===== config.mk =====
export PLATFORM = sky130hd
export DESIGN_NAME = lsu_bus_ctrl
export DESIGN_NICKNAME = d
export VERILOG_FILES = /design/src/rtl/lsu_bus_ctrl_pkg.sv /design/src/rtl/lsu_load_ext.sv /design/src/rtl/lsu_bus_ctrl.sv
export SDC_FILE = /design/constraint.sdc
export NUM_CORES = 1
export LEC_CHECK = 0
export BUFFER_PORTS_ARGS = -buffer_cell sky130_fd_sc_hd__buf_2
export CORE_UTILIZATION = 51
export DETAILED_ROUTE_END_ITERATION = 16
export HOLD_SLACK_MARGIN = 0.15
export MAX_ROUTING_LAYER = met4
export PLACE_DENSITY = 0.93
export SLEW_MARGIN = 20
export SYNTH_ARGS = -nofsm -noshare
export SYNTH_HDL_FRONTEND = slang
export SYNTH_SLANG_ARGS = --single-unit

===== constraint.sdc =====
create_clock -name clk -period 2.6 [get_ports clk]
set_input_delay 0.26 -clock clk [delete_from_list [all_inputs] [get_ports clk]]
set_output_delay 0.26 -clock clk [all_outputs]
set_load 0.02 [all_outputs]

===== src/rtl/lsu_bus_ctrl_pkg.sv =====
// Shared definitions for the load/store bus controller.
//   - lsOp access encodings and small decode helpers
//   - FSM state enumeration
//   - default bus-timeout length
package lsu_bus_ctrl_pkg;

  localparam logic [3:0] OP_LW  = 4'b0001;
  localparam logic [3:0] OP_LH  = 4'b0010;
  localparam logic [3:0] OP_LHU = 4'b0011;
  localparam logic [3:0] OP_LB  = 4'b0100;
  localparam logic [3:0] OP_LBU = 4'b0101;
  localparam logic [3:0] OP_SW  = 4'b0110;
  localparam logic [3:0] OP_SH  = 4'b0111;
  localparam logic [3:0] OP_SB  = 4'b1000;

  localparam int unsigned TIMEOUT_CYCLES_DEFAULT = 255;

  typedef enum logic [1:0] {
    S_IDLE = 2'd0,
    S_REQ  = 2'd1,
    S_DONE = 2'd2
  } lsu_state_e;

  function automatic logic op_is_load(input logic [3:0] op);
    return (op >= OP_LW) && (op <= OP_LBU);
  endfunction

  function automatic logic op_is_store(input logic [3:0] op);
    return (op >= OP_SW) && (op <= OP_SB);
  endfunction

  function automatic logic op_is_legal(input logic [3:0] op);
    return op_is_load(op) || op_is_store(op);
  endfunction

  // Word accesses need addr[1:0]=00, halfword accesses need addr[0]=0.
  function automatic logic op_misaligned(input logic [3:0] op, input logic [1:0] lo);
    logic mis;
    mis = 1'b0;
    case (op)
      OP_LW, OP_SW:         mis = (lo != 2'b00);
      OP_LH, OP_LHU, OP_SH: mis = lo[0];
      default:              mis = 1'b0;
    endcase
    return mis;
  endfunction

endpackage


===== src/rtl/lsu_load_ext.sv =====
// Combinational load-data extractor.
// Selects the addressed halfword/byte from the raw bus word and sign- or
// zero-extends it according to the load type; lw passes through.
// Ports:
//   raw_i     [31:0] raw word read from the bus
//   op_i      [3:0]  lsOp of the load
//   addr_lo_i [1:0]  byte offset of the load address
//   data_o    [31:0] extended load result
module lsu_load_ext
  import lsu_bus_ctrl_pkg::*;
(
  input  logic [31:0] raw_i,
  input  logic [3:0]  op_i,
  input  logic [1:0]  addr_lo_i,
  output logic [31:0] data_o
);

  logic [15:0] half_v;
  logic [7:0]  byte_v;

  always_comb begin
    half_v = addr_lo_i[1] ? raw_i[31:16] : raw_i[15:0];
    byte_v = raw_i[7:0];
    case (addr_lo_i)
      2'd0:    byte_v = raw_i[7:0];
      2'd1:    byte_v = raw_i[15:8];
      2'd2:    byte_v = raw_i[23:16];
      default: byte_v = raw_i[31:24];
    endcase

    data_o = raw_i;
    case (op_i)
      OP_LH:   data_o = {{16{half_v[15]}}, half_v};
      OP_LHU:  data_o = {16'h0000, half_v};
      OP_LB:   data_o = {{24{byte_v[7]}}, byte_v};
      OP_LBU:  data_o = {24'h000000, byte_v};
      default: data_o = raw_i;
    endcase
  end

endmodule


===== src/rtl/lsu_bus_ctrl.sv =====
// Load/store unit bus controller: turns one M-stage access into a single
// bus transaction (IDLE -> REQ -> DONE), stalling the pipeline while it is
// outstanding, with a bus timeout that reports bus_err.
// Optional feature macro: LSU_ALIGN_EXC_EN enables misalignment exceptions;
// when undefined, misaligned low address bits are ignored.
// Ports:
//   clk, rst_n                 clock, async active-low reset
//   req_valid, lsOp, addr,
//   wdata                      access request from the pipeline
//   stall                      freeze upstream pipeline
//   rdata, rdata_valid         extended load result and completion pulse
//   exc_adel, exc_ades         load/store misalignment exceptions
//   bus_err                    timeout pulse
//   mem_req, mem_we, mem_addr,
//   mem_be, mem_wdata          bus request side
//   mem_ack, mem_rdata         bus response side
module lsu_bus_ctrl
  import lsu_bus_ctrl_pkg::*;
#(
  parameter int unsigned TIMEOUT_CYCLES = TIMEOUT_CYCLES_DEFAULT
) (
  input  logic        clk,
  input  logic        rst_n,
  input  logic        req_valid,
  input  logic [3:0]  lsOp,
  input  logic [31:0] addr,
  input  logic [31:0] wdata,
  output logic        stall,
  output logic [31:0] rdata,
  output logic        rdata_valid,
  output logic        exc_adel,
  output logic        exc_ades,
  output logic        bus_err,
  output logic        mem_req,
  output logic        mem_we,
  output logic [31:0] mem_addr,
  output logic [3:0]  mem_be,
  output logic [31:0] mem_wdata,
  input  logic        mem_ack,
  input  logic [31:0] mem_rdata
);

  localparam logic [16:0] TO_LIM = 17'(TIMEOUT_CYCLES);

  lsu_state_e  state_q;
  logic [3:0]  op_q;
  logic [1:0]  addr_lo_q;
  logic [15:0] wait_q;
  logic [16:0] wait_inc;
  logic [31:0] ext_data;

  logic        req_legal;
  logic        req_misal;
  logic        accept;
  logic [3:0]  be_d;
  logic [31:0] wd_d;

  lsu_load_ext u_load_ext (
    .raw_i     (mem_rdata),
    .op_i      (op_q),
    .addr_lo_i (addr_lo_q),
    .data_o    (ext_data)
  );

  always_comb begin
    req_legal = req_valid && op_is_legal(lsOp);
`ifdef LSU_ALIGN_EXC_EN
    req_misal = req_legal && op_misaligned(lsOp, addr[1:0]);
`else
    req_misal = 1'b0;
`endif
    accept = (state_q == S_IDLE) && req_legal && !req_misal;
  end

  // Gated by rst_n so stall drops immediately on reset even while a
  // request is still presented combinationally.
  assign stall = rst_n && ((state_q == S_REQ) || accept);

`ifdef LSU_ALIGN_EXC_EN
  assign exc_adel = rst_n && (state_q == S_IDLE) && req_misal && op_is_load(lsOp);
  assign exc_ades = rst_n && (state_q == S_IDLE) && req_misal && op_is_store(lsOp);
`else
  assign exc_adel = 1'b0;
  assign exc_ades = 1'b0;
`endif

  always_comb begin
    be_d = '0;
    wd_d = wdata;
    case (lsOp)
      OP_SW: be_d = 4'b1111;
      OP_SH: begin
        be_d = addr[1] ? 4'b1100 : 4'b0011;
        wd_d = {2{wdata[15:0]}};
      end
      OP_SB: begin
        be_d = 4'b0001 << addr[1:0];
        wd_d = {4{wdata[7:0]}};
      end
      default: be_d = '0;
    endcase
  end

  assign wait_inc = {1'b0, wait_q} + 17'd1;

  always_ff @(posedge clk or negedge rst_n) begin
    if (!rst_n) begin
      state_q     <= S_IDLE;
      op_q        <= '0;
      addr_lo_q   <= '0;
      wait_q      <= '0;
      rdata       <= '0;
      rdata_valid <= 1'b0;
      bus_err     <= 1'b0;
      mem_req     <= 1'b0;
      mem_we      <= 1'b0;
      mem_addr    <= '0;
      mem_be      <= '0;
      mem_wdata   <= '0;
    end else begin
      rdata_valid <= 1'b0;
      bus_err     <= 1'b0;
      case (state_q)
        S_IDLE: begin
          if (accept) begin
            state_q   <= S_REQ;
            op_q      <= lsOp;
            addr_lo_q <= addr[1:0];
            wait_q    <= '0;
            mem_req   <= 1'b1;
            mem_we    <= op_is_store(lsOp);
            mem_addr  <= {addr[31:2], 2'b00};
            mem_be    <= be_d;
            mem_wdata <= wd_d;
          end
        end
        S_REQ: begin
          // Ack is checked before the timeout so a same-cycle ack wins.
          if (mem_ack) begin
            if (op_is_load(op_q)) rdata <= ext_data;
            mem_req     <= 1'b0;
            mem_we      <= 1'b0;
            mem_be      <= '0;
            rdata_valid <= 1'b1;
            state_q     <= S_DONE;
          end else if (wait_inc >= TO_LIM) begin
            rdata       <= '0;
            bus_err     <= 1'b1;
            mem_req     <= 1'b0;
            mem_we      <= 1'b0;
            mem_be      <= '0;
            rdata_valid <= 1'b1;
            state_q     <= S_DONE;
          end else begin
            wait_q <= wait_inc[15:0];
          end
        end
        S_DONE:  state_q <= S_IDLE;
        default: state_q <= S_IDLE;
      endcase
    end
  end

endmodule


==> flow_summary.toml, run 1 <==
[place]
hpwlAfterDp_um = 12800
placed_cells = 1028
portBuffers = 206
gp_congestion = 0.926

[synthesis]
synth_edf_count = 0
synth-main-ff-cell = "dfrtp_1"
netlist_instances = 688
ys_seq_area_share_pct = 50.5
synthesis.area_mm2 = 0.00625
syn_area_per_cell_um2 = 9.08
async_reset_ff_share_pct = 100
synth_seq_cells = 126
yosysUniqueCellTypes = 61
synth-warning-count = 0

[setup_path]
slowest_delay_ns = 0.36
startpoint_type = "register"
worstPathRequired_ns = 2.87
reg2reg_depth = 9
slowest_stage = "dfrtp_1"
critPathArrivalTime_ns = 2.73
crit_path_end_kind = "register"
cp_cell_sequence = "ha_2, nand3_2, nor4b_1, o21ai_0, a211oi_2, buf_4, a21oi_4, inv_2, o221ai_1"
cp_max_fo = 9
path_class = "reg -> reg"

[floorplanning]
fp.dieH_um = 113
start_util_pct = 52.2
die_area_mm2 = 0.0127
boundaryPins = 211
coreArea_mm2 = 0.0120
fp.dieW_um = 113
fp-row-count = 40

[clocking]
clock_sinks = 126
clk_latency_ns = 0.42
cts_tree = "yes"
path_clk_slew_ns = 0.06
cts_inserted_buffers = 17
cts-htree-levels = 4
clk_path_buf_depth = 2
ctsRootBufferMaster = "clkbuf_16"

[timing]
finalSetupTns_ns = 0
clock_skew_ns = 0.00948
fin_hold_ws_ns = 0.160
finalHoldViolCount = 0
setup_viol = 0
fmax_mhz = 408
fin_crit_ns = 2.45
drv_slew = 0
rsz0062_at_grt = "no"
worstMarginPinSlew_ns = 0.687
period_share_pct = 94.3
max_slew_margin_pct = 54.0

[drt]
dr.pass1.iters = 5
vias = 6643
drtIter0Drc = 720
wl_per_cell_um = 18.6
via_per_inst = 5.96
drtAntennaViolNets = 0
drc_errors = 0
wl_um = 20800

[final_layout]
instances_no_fill = 1115
final_nets = 1060
drive_gt1_share_pct = 29.7
area_growth_syn_to_layout_pct = 38.5
multi_input_area_mm2 = 0.00289
seq_area_mm2 = 0.00315
nFillCells = 814

[global_route]
grt_pass1_wl_um = 33000
grtUsageTotal_pct = 34.8
grt_pass1_vias = 6623
gr-total-overflow = 0
antenna_found_initial = 1
grt_start_max_net_pins = 127

[power]
p_leak_uw = 0.00438
ir_drop_mv = 0.644
power.density_mw_per_mm2 = 861

[hold_path]
hp-class = "in -> reg"
holdPathStages = 3

[outcome]
outcome = "finished clean"

[flow_run]
drv_cap = 0
[per-layer routing]
| metal | up-vias | routed length, um | GRT usage [%] |
|---|---|---|---|
| li1 | 2929 | - | - |
| met1 | 3164 | 7980 | 42.2 |
| met2 | 459 | 10100 | 54.9 |
| met3 | 91 | 1820 | 7.56 |
| met4 | 0 | 909 | 17.8 |
| met5 | - | 0 | - |
[cell type report]
cell class | count | area share [%]
inverters | 13 | 0.564
clock buffers | 26 | 5.65
repair buffers | 286 | 20.9
multi-input cells | 510 | 33.4
diodes | 1 | 0.0289
clock inverters | 6 | 0.954
flip-flops and latches | 126 | 36.5
well taps | 147 | 2.13
[final timing paths]
kind                       slack (ns)                     start                   endpoint
min in group asynchronous        0.50                     rst_n      rdata[13]$_DFFE_PN0P_
setup / recovery                 0.15     wait_q[1]$_DFFE_PN0P_      wait_q[2]$_DFFE_PN0P_
hold / removal                   0.16                 wdata[26]  mem_wdata[26]$_DFFE_PN0P_
hold reg to reg                  0.47  mem_addr[13]$_DFFE_PN0P_   mem_addr[13]$_DFFE_PN0P_
setup reg to reg                 0.15     wait_q[1]$_DFFE_PN0P_      wait_q[2]$_DFFE_PN0P_
max in group asynchronous        1.57                     rst_n      wait_q[2]$_DFFE_PN0P_
[stage by stage]
step	setup WS [ns]	utilization, %	power (uW)	cell area, um^2
finish	0.148	72.3	7450	8650
global route	0.00672	72.3	7800	8650
CTS	0.0385	72.2	7370	8630
detailed placement	0.119	63.0	4990	7530
global placement	0.217	63.0	4890	7530
floorplan	0.286	-	4110	6260
[logic make-up after synthesis]
group	Yosys count	synth area share [%]
AND/OR/NAND/NOR	308	21.4
AO/OA/AOI/OAI	173	18.6
flip-flops	126	50.5
buffers and inverters	55	3.81
multiplexers	20	4.81
XOR/XNOR	3	0.421
adder cells (fa/ha/maj)	2	0.401
other	1	0.0600
[synth_stat cells (all sizes together), types with 3 or more instances]
| master | instances | share of area (%) |
|---|---|---|
| nand2 | 213 | 13 |
| clkbuf | 31 | 1.9 |
| nor4 | 4 | 0.74 |
| and2 | 9 | 0.90 |
| a2bb2oi | 16 | 2.2 |
| a21oi | 34 | 3.0 |
| nand4 | 5 | 0.50 |
| o21ai | 62 | 5.0 |
| or4 | 3 | 0.42 |
| a221oi | 8 | 1.1 |
| nor2 | 35 | 2.1 |
| mux4 | 8 | 2.9 |
| o211ai | 10 | 1.2 |
| o221ai | 11 | 1.5 |
| inv | 13 | 0.78 |
| buf | 11 | 1.2 |
| a31oi | 4 | 0.40 |
| mux2i | 12 | 1.9 |
| nand3 | 11 | 0.96 |
| dfrtp | 126 | 50 |
| a22oi | 8 | 0.96 |
| a22o | 3 | 0.42 |
| nand2b | 6 | 0.60 |
| and3 | 10 | 1.0 |
[worst max-delay path: cells and delay by family, from the launching register on]
family	cells	cell delay (ns)
adder cells (fa/ha/maj)	1	0.28
buffers and inverters	2	0.39
AND/OR/NAND/NOR	2	0.51
flip-flops	1	0.36
AO/OA/AOI/OAI	4	0.75
[sequential cells by signal, indices dropped and copies added (netlist names)]
name	flops
state_q	2
op_q	4
mem_addr	30
wait_q	16
rdata	32
mem_we	1
mem_req	1
mem_be	4
mem_wdata	32
bus_err	1
addr_lo_q	2
rdata_valid	1
[cells in the final DEF, fill, tap and decap left out, types with 4 or more instances in the layout]
cell type / instances
dlygate4sd3_1: 53
o221ai_1: 11
buf_2: 205
nand4_1: 5
clkbuf_1: 6
mux2i_1: 12
o21ai_0: 54
dfrtp_1: 125
clkbuf_16: 17
nor2_1: 35
conb_1: 4
o21ai_1: 7
nand2_1: 213
a21oi_1: 32
nand2b_1: 6
mux4_2: 8
nand3_1: 9
inv_1: 12
a2bb2oi_1: 16
buf_4: 25
and3_1: 10
a31oi_1: 4
a221oi_1: 8
a22oi_1: 8
and2_1: 9
o211ai_1: 10
[where the power goes]
group          switching, uW  total [uW]  leakage (uW)  internal [uW]
logic                   1530        2420       0.00260            898
registers                317        2710       0.00149           2390
clock network            839        2320      0.000278           1480
total                   2680        7450       0.00438           4770
[what timing repair did]
action,in CTS,in global routing
hold buffers,53,0
gates resized for setup,0,4
buffers inserted,0,1
hold endpoints to repair,178,0
setup endpoints to repair,0,40
Note: power is estimated with default switching activity, not from simulation.
==> run 2: changes to the inputs <==
ABC_AREA = 1   (was unset)
PLACE_DENSITY = 0.92   (was 0.93)
==> run 2 against run 1 <==
Synthesized area grew 4.9%; global-route usage grew 0.20 points; clock skew is essentially flat; sequential share of layout area shrank 1.4 points; via count grew 10%; fmax shrank 1.6%; worst setup slack lost 0.040 ns; routed wire length grew 5.6%; clock power grew 12%; critical path type is now in -> reg; largest power group is now combinational cells.
==> flow_summary.toml, run 2 <==
[hold_path]
hp-class = "in -> reg"
holdPathStages = 3

[synthesis]
ys_seq_area_share_pct = 48.1
yosysUniqueCellTypes = 34
synth_top_area_cell = "dfrtp_1"
async_reset_ff_share_pct = 100
synth-warning-count = 0
netlist_instances = 874
yosysTopAreaCellShare_pct = 48.1
synth_area_leaders = "dfrtp_1, nand2_1, o21ai_0, nor2_1, nand3_1"
synthesis.area_mm2 = 0.00655
yosysMostFrequentCell = "nand2_1"
synth_seq_cells = 126
synth-main-ff-cell = "dfrtp_1"
yosys-top-cells-count = "nand2_1, dfrtp_1, nor2_1, o21ai_0, nand3_1"
synth_edf_count = 0
syn_area_per_cell_um2 = 7.50

[drt]
drtAntennaViolNets = 0
drtIter0Drc = 911
wl_um = 21900
via_per_inst = 5.54
drc_errors = 0
vias = 7313
wl_per_cell_um = 16.6
dr.pass1.iters = 5

[timing]
setup_viol = 0
rsz0062_at_grt = "no"
drv_slew = 0
max_slew_margin_pct = 54.2
clock_skew_ns = 0.00929
finalSetupTns_ns = 0
fin_crit_ns = 2.49
worstMarginPinSlew_ns = 0.688
period_share_pct = 95.9
fmax_mhz = 401
finalHoldViolCount = 0

[final_layout]
area_growth_syn_to_layout_pct = 37.3
seq_area_mm2 = 0.00315
drive_gt1_share_pct = 25.7
final_common_cell = "nand2_1"
nFillCells = 874
final_core_util_pct = 71.6
layout_common_cells = "nand2_1, buf_2, dfrtp_1"
final_nets = 1240
multi_input_area_mm2 = 0.00302
antenna_cells = 0
reg_top3 = "mem_wdata x32, rdata x32, mem_addr x30"

[floorplanning]
start_util_pct = 52.1
coreArea_mm2 = 0.0126
die_area_mm2 = 0.0133
boundaryPins = 211
fp.dieW_um = 115
fp.dieH_um = 115
fp-row-count = 41

[setup_path]
crit_path_end_kind = "register"
cp_cell_sequence = "dlygate4sd3_1, buf_2, nor2_1, inv_1, nor2_2, inv_2, nand2_1, buf_4, a21oi_1, a21oi_1, dlygate4sd3_1"
slowest_stage = "dlygate4sd3_1"
startpoint_type = "primary input"
critPathArrivalTime_ns = 2.85
slowest_delay_ns = 0.56
cp_max_fo = 13
path_class = "in -> reg"
worstPathRequired_ns = 2.96
reg2reg_depth = 14

[power]
power.density_mw_per_mm2 = 1070
ir_drop_mv = 0.706
p_leak_uw = 0.00477

[place]
gp_congestion = 0.916
portBuffers = 206
hpwlAfterDp_um = 13400

[clocking]
cts_tree = "yes"
clk_latency_ns = 0.43
cts-htree-levels = 4
clock_sinks = 126
path_clk_slew_ns = 0.06
cts_inserted_buffers = 17
clk_path_buf_depth = 2
ctsRootBufferMaster = "clkbuf_16"

[global_route]
grt_start_max_net_pins = 127
grt_pass1_wl_um = 34300
antenna_found_initial = 0
grt_pass1_vias = 7010
grtUsageTotal_pct = 35.0
gr-total-overflow = 0

[flow_run]
drv_cap = 0

[outcome]
outcome = "finished clean"
==> run 2: cell types whose count changed in the layout (fill, tap and decap cells not counted), moves of 9 or more <==
cell / delta
nor2_1: +59
and3_1: -10
o21ai_0: +22
nand2_2: +15
a21oi_1: +36
and2_1: -9
nand3_1: +60
a2bb2oi_1: -16
nand2_1: +64
inv_1: +30
o221ai_1: -11
mux2i_1: -12
==> run 2: per-stage QoR <==
step	std cells	hold WS, ns	worst slack (ns)	power (uW)	area (um^2)
2_1_floorplan	877	-0.0356	0.690	5490	6560
3_3_place_gp	1224	0.440	0.376	6670	7720
5_1_grt	1319	0.176	0.0383	10200	9000
4_1_cts	1315	0.152	0.0484	9490	8950
3_5_place_dp	1224	0.443	0.265	6770	7720
6_report	1319	0.157	0.107	9630	9000
==> run 2: worst max-delay path, delay by kind of cell <==
family                 cells  cell delay (ns)
buffers and inverters      6             1.75
AND/OR/NAND/NOR            3             0.59
AO/OA/AOI/OAI              2             0.24
==> run 2: cell families after synthesis <==
family / after synthesis / share of synthesized area (%)
AND/OR/NAND/NOR: 483 / 31.4
AO/OA/AOI/OAI: 167 / 13.6
flip-flops: 126 / 48.1
buffers and inverters: 93 / 6.19
XOR/XNOR: 2 / 0.267
adder cells (fa/ha/maj): 2 / 0.382
other: 1 / 0.0572
==> run 2: timing repair <==
item / 4_1_cts / 5_1_grt
resized for setup: 0 / 6
endpoints found under the hold margin: 181 / 0
endpoints found under the setup margin: 0 / 5
hold buffers: 59 / 0
setup buffers: 0 / 3
==> run 2: worst paths after layout <==
kind	from	end	slack, ns
hold reg to reg	mem_wdata[27]$_DFFE_PN0P_	mem_wdata[27]$_DFFE_PN0P_	0.48
min in group asynchronous	rst_n	wait_q[10]$_DFFE_PN0P_	0.55
hold / removal	wdata[12]	mem_wdata[12]$_DFFE_PN0P_	0.16
max in group asynchronous	rst_n	op_q[1]$_DFFE_PN0P_	1.51
setup reg to reg	wait_q[1]$_DFFE_PN0P_	rdata[0]$_DFFE_PN0P_	0.30
setup / recovery	lsOp[1]	mem_wdata[22]$_DFFE_PN0P_	0.11
==> run 2: final cells by class <==
| cell class | count | area share (%) |
|---|---|---|
| multi-input combinational | 658 | 33.6 |
| tap | 172 | 2.39 |
| timing repair inverter | 1 | 0.0556 |
| inverter | 46 | 2.00 |
| clock buffer | 18 | 4.88 |
| sequential | 126 | 35.0 |
| clock inverter | 14 | 2.27 |
| timing repair buffer | 284 | 19.8 |
==> run 2: report_power, final <==
group          leakage [uW]  internal (uW)  switching [uW]
logic               0.00285           1280            2570
registers           0.00161           2690             488
clock network      0.000310           1650             955
total               0.00477           5620            4010
==> run 2: metal layers <==
layer	vias up	global-route usage, %	share of wire [%]
li1	3360	-	-
met1	3354	40.6	39
met2	474	53.9	47
met3	125	8.65	8.5
met4	0	23.1	6.1
met5	-	-	0
==> run 3: changes to the inputs <==
BUFFER_PORTS_ARGS = -buffer_cell sky130_fd_sc_hd__clkbuf_2   (was -buffer_cell sky130_fd_sc_hd__buf_2)
==> run 3 against run 2 <==
Cell area fell by 0.61%; global-route usage rose by 0.61 points; cell count fell by 0.15%; sequential cell count did not move; via count rose by 1.1%; routed wire length rose by 3.8%; combinational power barely moved; total power barely moved; worst setup slack got worse by 0.066 ns.
==> flow_summary.toml, run 3 (synthesis results as in run 2) <==
[setup_path]
cp_cell_sequence = "dlygate4sd3_1, clkbuf_2, nor2_1, inv_1, nor2_2, inv_2, nand2_1, clkinvlp_2, a21oi_1, o21ai_0"
critPathBufInv = 5
path_class = "in -> reg"
crit_path_end_kind = "register"
worstPathRequired_ns = 2.88
crit_family = "buffers and inverters"
slowest_stage = "dlygate4sd3_1"
startpoint_type = "primary input"
r2r-start = "wait_q[1]$_DFFE_PN0P_"
r2r-end = "wait_q[2]$_DFFE_PN0P_"
reg2reg_slack_ns = 0.22
slowest_delay_ns = 0.57
reg2reg_depth = 12
cp_max_fo = 13
critPathArrivalTime_ns = 2.84

[drt]
drc_errors = 0
via_per_inst = 5.61
drtIter0Drc = 982
vias = 7394
wl_per_cell_um = 17.3
drtAntennaViolNets = 0
dr.pass1.iters = 8
wl_um = 22800

[place]
gp_congestion = 0.910
portBuffers = 206
hpwlAfterDp_um = 13600
placed_area_mm2 = 0.00773

[power]
p_leak_uw = 0.00475
switching_share_pct = 43.2
power.density_mw_per_mm2 = 1080
intPower_uw = 5470
clockPowerShare_pct = 26.4
ir_drop_mv = 0.683
power.switching_uw = 4160
seq_power_share_pct = 33.6
comb_power_share_pct = 40.0

[floorplanning]
start_util_pct = 52.1
die_area_mm2 = 0.0133
boundaryPins = 211
fp.dieH_um = 115
fp.dieW_um = 115
coreArea_mm2 = 0.0126
fp-row-count = 41

[final_layout]
area_growth_syn_to_layout_pct = 36.5
drive_gt1_share_pct = 25.9
final_nets = 1238
antenna_cells = 0
final_common_cell = "nand2_1"
stdcell_area_mm2 = 0.00894
reg_top3 = "mem_wdata x32, rdata x32, mem_addr x30"
layout_common_cells = "nand2_1, clkbuf_2, dfrtp_1"

[hold_path]
worstHoldEndpoint = "mem_wdata[20]$_DFFE_PN0P_"
holdPathStages = 3
hp-class = "in -> reg"
min-delay-start = "wdata[4]"

[global_route]
gr-total-overflow = 0
grtUsageTotal_pct = 35.6
grt_start_max_net_pins = 127
grt_pass1_wl_um = 34700
antenna_found_initial = 0
grt_pass1_vias = 6880

[clocking]
path_clk_slew_ns = 0.07
cts-htree-levels = 4
clock_sinks = 126
ctsRootBufferMaster = "clkbuf_16"
clk_latency_ns = 0.42
cts_inserted_buffers = 17
clk_path_buf_depth = 2
cts_tree = "yes"

[timing]
finalHoldViolCount = 0
max_slew_margin_pct = 55.3
period_share_pct = 98.4
fmax_mhz = 391
rsz0062_at_grt = "no"
drv_slew = 0
fin_crit_ns = 2.56
worstMarginPinSlew_ns = 0.671
finalSetupTns_ns = 0
clock_skew_ns = 0.00807
setup_viol = 0

[flow_run]
drv_cap = 0

[outcome]
outcome = "finished clean"
run 3: layout make-up:
| type | count | area, um^2 |
|---|---|---|
| Timing Repair Buffer | 282 | 1760 |
| Clock inverter | 15 | 195 |
| Sequential cell | 126 | 3150 |
| Fill cell | 892 | 3620 |
| Multi-Input combinational cell | 658 | 3020 |
| Tap cell | 172 | 215 |
| Clock buffer | 17 | 425 |
| Inverter | 46 | 180 |
| Timing Repair inverter | 1 | 5.00 |
run 3: worst max-delay path by stage:
stage | startpoint | to | slack, ns | cells past startpoint
6_report | lsOp[1] | mem_wdata[11]$_DFFE_PN0P_ | 0.04 | 10
5_1_grt | wait_q[1]$_DFFE_PN0P_ | rdata[10]$_DFFE_PN0P_ | 0.003 | 14
4_1_cts | lsOp[3] | mem_wdata[17]$_DFFE_PN0P_ | 0.04 | 12
3_5_place_dp | wait_q[1]$_DFFE_PN0P_ | wait_q[2]$_DFFE_PN0P_ | 0.26 | 12
3_3_place_gp | wait_q[1]$_DFFE_PN0P_ | wait_q[2]$_DFFE_PN0P_ | 0.36 | 12
2_1_floorplan | wait_q[1]$_DFFE_PN0P_ | rdata[15]$_DFFE_PN0P_ | 0.69 | 15
run 3: tightest hold or removal path, stage by stage:
cell	delay, ns
clkbuf_2	0.09
a21oi_1	0.06
a21oi_1	0.12
run 3: power by group through the flow:
stage | Combinational (uW) | Clock (uW) | Sequential (uW)
global route | 4180 | 2640 | 3300
detailed placement | 3610 | 0 | 3180
floorplan | 1550 | 0 | 3930
CTS | 3700 | 2530 | 3180
global placement | 3520 | 0 | 3160
finish | 3850 | 2540 | 3230
run 3: repair_timing:
action / CTS / global route
gates resized for setup: 0 / 5
hold buffers: 54 / 0
buffers inserted: 0 / 5
setup endpoints to repair: 0 / 2
hold endpoints to repair: 178 / 0
run 3: stage by stage:
stage / power [uW] / worst slack, ns / hold WS [ns] / util, % / cells
finish: 9630 / 0.0413 / 0.159 / 71.2 / 1317
global placement: 6690 / 0.357 / 0.443 / 61.5 / 1225
CTS: 9400 / 0.0384 / 0.152 / 70.7 / 1311
global route: 10100 / 0.00270 / 0.180 / 71.2 / 1317
floorplan: 5490 / 0.690 / -0.0356 / - / 877
detailed placement: 6780 / 0.260 / 0.440 / 61.5 / 1225
run 3: per-layer routing:
layer  track usage, %  wire length (um)  part of all wire (%)
met2             57.1             10800                    47
met4             22.9              1480                   6.5
met1             40.9              8390                    37
met3             6.75              2150                   9.4
met5                -                 0                     0
